### src/rtl/secuenciador_suma_pkg.sv
// Shared state encoding and Q-format defaults for the accumulate sequencer.
package secuenciador_suma_pkg;

  localparam int unsigned LARGO_DEF = 11;
  localparam int unsigned MAG_DEF   = 4;
  localparam int unsigned PRES_DEF  = 7;

  typedef enum logic [1:0] {
    IDLE   = 2'd0,
    ACUM   = 2'd1,
    SALIDA = 2'd2
  } estado_t;

endpackage

### src/rtl/secuenciador_suma_sumador_sat.sv
// Combinational signed adder with saturation to the largo+1 bit range.
module sumador_sat
  import secuenciador_suma_pkg::*;
#(
  parameter int unsigned largo = LARGO_DEF
) (
  input  logic signed [largo:0] a,
  input  logic signed [largo:0] b,
  output logic signed [largo:0] y,
  output logic                  sat
);

  logic signed [largo+1:0] ext;

  always_comb begin
    ext = {a[largo], a} + {b[largo], b};
    sat = 1'b0;
    y   = ext[largo:0];
    // Top two bits disagree only when the sum left the representable range.
    if (ext[largo+1] != ext[largo]) begin
      sat = 1'b1;
      y   = ext[largo+1] ? {1'b1, {largo{1'b0}}} : {1'b0, {largo{1'b1}}};
    end
  end

endmodule

### src/rtl/secuenciador_suma.sv
// Accumulates taps signed terms with saturation, then presents the sum
// through a valid/ready handshake.
module secuenciador_suma
  import secuenciador_suma_pkg::*;
#(
  parameter int unsigned largo = LARGO_DEF,
  parameter int unsigned mag   = MAG_DEF,
  parameter int unsigned pres  = PRES_DEF,
  parameter int unsigned taps  = 5
) (
  input  logic                  clk,
  input  logic                  reset,
  input  logic                  inicio,
  input  logic signed [largo:0] dato,
  input  logic                  dato_valido,
  output logic                  dato_listo,
  output logic signed [largo:0] y,
  output logic                  y_valido,
  input  logic                  y_listo,
  output logic                  overflow,
  output logic                  ocupado
);

  localparam int unsigned CW = (taps > 1) ? $clog2(taps) : 1;

  // The Q format must exactly fill the data word (sign + mag + pres).
  if (mag + pres != largo) begin : g_fmt_chk
    $error("secuenciador_suma: mag + pres must equal largo");
  end

  estado_t                estado;
  logic signed [largo:0]  acc;
  logic        [CW-1:0]   cnt;
  logic signed [largo:0]  suma;
  logic                   sat;

  sumador_sat #(.largo(largo)) u_sumador (
    .a   (acc),
    .b   (dato),
    .y   (suma),
    .sat (sat)
  );

  always_ff @(posedge clk) begin
    if (reset) begin
      estado     <= IDLE;
      acc        <= '0;
      cnt        <= '0;
      y          <= '0;
      overflow   <= 1'b0;
      y_valido   <= 1'b0;
      dato_listo <= 1'b0;
      ocupado    <= 1'b0;
    end else begin
      case (estado)
        IDLE: begin
          if (inicio) begin
            acc        <= '0;
            cnt        <= '0;
            overflow   <= 1'b0;
            estado     <= ACUM;
            dato_listo <= 1'b1;
            ocupado    <= 1'b1;
          end
        end
        ACUM: begin
          if (dato_listo && dato_valido) begin
            acc      <= suma;
            overflow <= overflow | sat;
            // Last term: publish the result on the same edge.
            if (cnt == CW'(taps - 1)) begin
              estado     <= SALIDA;
              y          <= suma;
              y_valido   <= 1'b1;
              dato_listo <= 1'b0;
            end else begin
              cnt <= cnt + CW'(1);
            end
          end
        end
        SALIDA: begin
          if (y_listo) begin
            estado   <= IDLE;
            y_valido <= 1'b0;
            ocupado  <= 1'b0;
          end
        end
        default: begin
          estado     <= IDLE;
          y_valido   <= 1'b0;
          dato_listo <= 1'b0;
          ocupado    <= 1'b0;
        end
      endcase
    end
  end

endmodule

### config.mk
export PLATFORM = sky130hd
export DESIGN_NAME = secuenciador_suma
export DESIGN_NICKNAME = d
export VERILOG_FILES = /design/src/rtl/secuenciador_suma_pkg.sv /design/src/rtl/secuenciador_suma_sumador_sat.sv /design/src/rtl/secuenciador_suma.sv
export SDC_FILE = /design/constraint.sdc
export NUM_CORES = 1
export LEC_CHECK = 0
export ABC_AREA = 1
export BUFFER_PORTS_ARGS = -buffer_cell sky130_fd_sc_hd__buf_2
export CAP_MARGIN = 0
export CORE_ASPECT_RATIO = 1.25
export CORE_MARGIN = 2
export CORE_UTILIZATION = 50
export DETAILED_ROUTE_END_ITERATION = 7
export GPL_TIMING_DRIVEN = 0
export HOLD_SLACK_MARGIN = 0.1
export PLACE_DENSITY = 0.82
export SLEW_MARGIN = 20
export SYNTH_ARGS = -nofsm -noshare
export SYNTH_HDL_FRONTEND = slang
export SYNTH_SLANG_ARGS = --single-unit
### constraint.sdc
create_clock -name clk -period 1.9 [get_ports clk]
set_input_delay 0.095 -clock clk [delete_from_list [all_inputs] [get_ports clk]]
set_output_delay 0.095 -clock clk [all_outputs]
set_load 0.03 [all_outputs]
==> metrics.cfg <==
[clock_tree]
root_buffer = clkbuf_8
cts_buffers = 5
insertion_delay_ns = 0.29
clk_pin_slew_ns = 0.07
cts_tree = built
clockBufferDepth = 2
cts.sinks = 33
hold_buffers = 0
htreeDepth = 2

[floorplanning]
die_w_um = 62.1
die_area_um2 = 4760
initial_core_util_pct = 51.9
num_io_pins = 33
fp-row-count = 26
die-height_um = 76.7
core_um2 = 4070

[setup_path]
cp-startpoint = acc[0]
slowest_delay_ns = 0.36
worstPathArrival_ns = 2.18
crit_chain = ha_4, inv_2, fa_2, o21ai_4, nand2_2, nand3_2, nand2_2, nand2_4, inv_4, nand2_4, buf_6, nand2_1, o21bai_1, inv_1
crit_slowest_cell = fa_2
crit_required_ns = 2.08
r2r-end = y[5]
worst-setup-path-type = flip-flop to flip-flop
crit_family = adder cells
reg2reg_from = acc[0]
end_kind = flip-flop
path_max_fanout = 5
ff2ff_setup_slack_ns = -0.1
cp.buffers_inverters = 4
start_kind = flip-flop
reg2regPathDepth = 14

[routing]
wl_per_cell_um = 12.9
dr.first_iter.drc_count = 104
via_per_inst = 5.13
first_pass_iters = 4
drc = 0
antenna_left = 0
via_count = 2181
routed_wl_um = 5480

[timing]
max_freq_mhz = 500
rsz0062_at_grt = yes
fin_skew_ns = 0.00525
tightest_slew_ns = 0.530
hold_viol_final = 0
layout_setup_ws_ns = -0.0984
layout_min_cycle_time_ns = 2.00
setup_viol = 20
maxSlewHeadroom_pct = 64.7
slew_viol_final = 0
fin_crit_sh_pct = 105

[place]
post_dp_cell_area_um2 = 2360
gp_congestion = 0.830
io_buffer_count = 31
hpwl_um = 3690

[run_status]
status = complete, but fails checks
violations = negative setup slack

[min_path]
hold_class = input port to flip-flop
worstHoldEndpoint = estado[1]
whs_path_depth = 4
hold_start = y_listo

[yosys]
synth.avg_cell_area_um2 = 6.58
synth_edf_count = 0
synth_cells = 321
yosys_register_bits = 33
synth_area_leader_cell = dfxtp_1
syn_area_um2 = 2110
synth_async_sr_flop_share_pct = 0
synth_nets = 353
synth.distinct_cells = 26
yosysWarningCount = 0
yosysTopAreaCellShare_pct = 31.3
ys_top_cells_by_area = dfxtp_1 (31%), nand2_1 (18%), inv_1 (8.5%)
ys.flop_type = dfxtp_1
ys_seq_area_share_pct = 31.3

[global_route]
grt_overflow = 0
grtUsageTotal_pct = 22.8
grt_max_degree = 11
antenna_found_initial = 0
grt_pass1_vias = 2107
grt_pass1_wl_um = 8840

[pwr]
p_leak_nw = 1.41
ir_worst_vdd_mv = 0.544
pwr_density_cell_nw_per_um2 = 576

[cells_and_area]
fin_util_pct = 68.8
drive_gt1_share_pct = 29.5
layout_commonest_cell = nand2_1
diodes = 0
syn2layout_area_growth_pct = 32.5
nNetsFinal = 400
layout_common_cells = nand2_1 (82), inv_1 (47), buf_2 (32)
stdcell_area_um2 = 2800

[job]
cap_viol_max_count = 0

state kept, by name, summed over array words and instances (netlist names):
register    flops
acc            12
cnt             3
dato_listo      1
estado          2
ocupado         1
overflow        1
y              12
y_valido        1
worst max path at each step:
stage          endpoint  cells after the start
3_5_place_dp       y[1]                     14
5_1_grt           y[10]                     13
3_3_place_gp       y[1]                     14
4_1_cts            y[9]                     14
2_1_floorplan      y[1]                     14
6_report           y[5]                     14
per-stage QoR:
| stage | hold slack (ns) | power (mW) | std cells | setup TNS (ns) | setup WS [ns] |
|---|---|---|---|---|---|
| floorplan | 0.326 | 0.945 | 321 | 0 | 0.0299 |
| global placement | 0.438 | 1.01 | 408 | -2.47 | -0.167 |
| detailed placement | 0.444 | 1.02 | 408 | -3.26 | -0.204 |
| CTS | 0.143 | 1.56 | 424 | -1.91 | -0.125 |
| global route | 0.189 | 1.69 | 425 | -4.03 | -0.273 |
| finish | 0.152 | 1.61 | 425 | -1.32 | -0.0984 |
area by class of cell:
type                       instances  area [µm²]
multi-input combinational        229        1500
fill                             339        1270
timing repair buffer              40         234
buffer                             9        61.3
clock buffer                       8        80.1
sequential                        33         666
inverter                          50         190
tap                               56        70.1
worst reg2reg max path, delay by kind of cell (launching register included):
kind | cells | cell delay [ns]
compound gates | 2 | 0.31
fa+ha+maj | 2 | 0.50
buf+inv | 4 | 0.26
simple gates | 6 | 0.48
flops | 1 | 0.35
Yosys cell counts (all sizes together) (3+ instances only):
master	n
nand2	108
buf	5
clkbuf	4
xnor2	3
nand4	4
inv	50
ha	14
dfxtp	33
nand3	10
nor2	25
xor2	5
o21ai	17
o21bai	11
a21oi	27
repair_timing:
action	in CTS	in global routing
pin swaps	9	18
endpoints found under the setup margin	23	24
buffers inserted	6	2
cloned	2	0
gates resized for setup	24	38
endpoints found under the hold margin	0	0
where the power goes:
group | internal [mW] | total [mW] | switching, mW
combinational | 0.145 | 0.381 | 0.236
sequential | 0.708 | 0.721 | 0.0125
clock | 0.260 | 0.509 | 0.249
total | 1.11 | 1.61 | 0.498
cells by family after synthesis:
logic type / share of synthesized area, %
flip-flops: 31.3
buffers and inverters: 11.8
AO/OA/AOI/OAI: 15.2
adder cells (fa/ha/maj): 9.24
XOR/XNOR: 3.32
AND/OR/NAND/NOR: 29.2
metal layers:
metal  global-route usage, %  part of all wire, %
met5                       0                    0
met4                    10.9                  2.0
met3                    4.40                  3.5
met2                    41.8                   52
met1                    25.1                   42
Note: power is estimated with default switching activity, not from simulation.
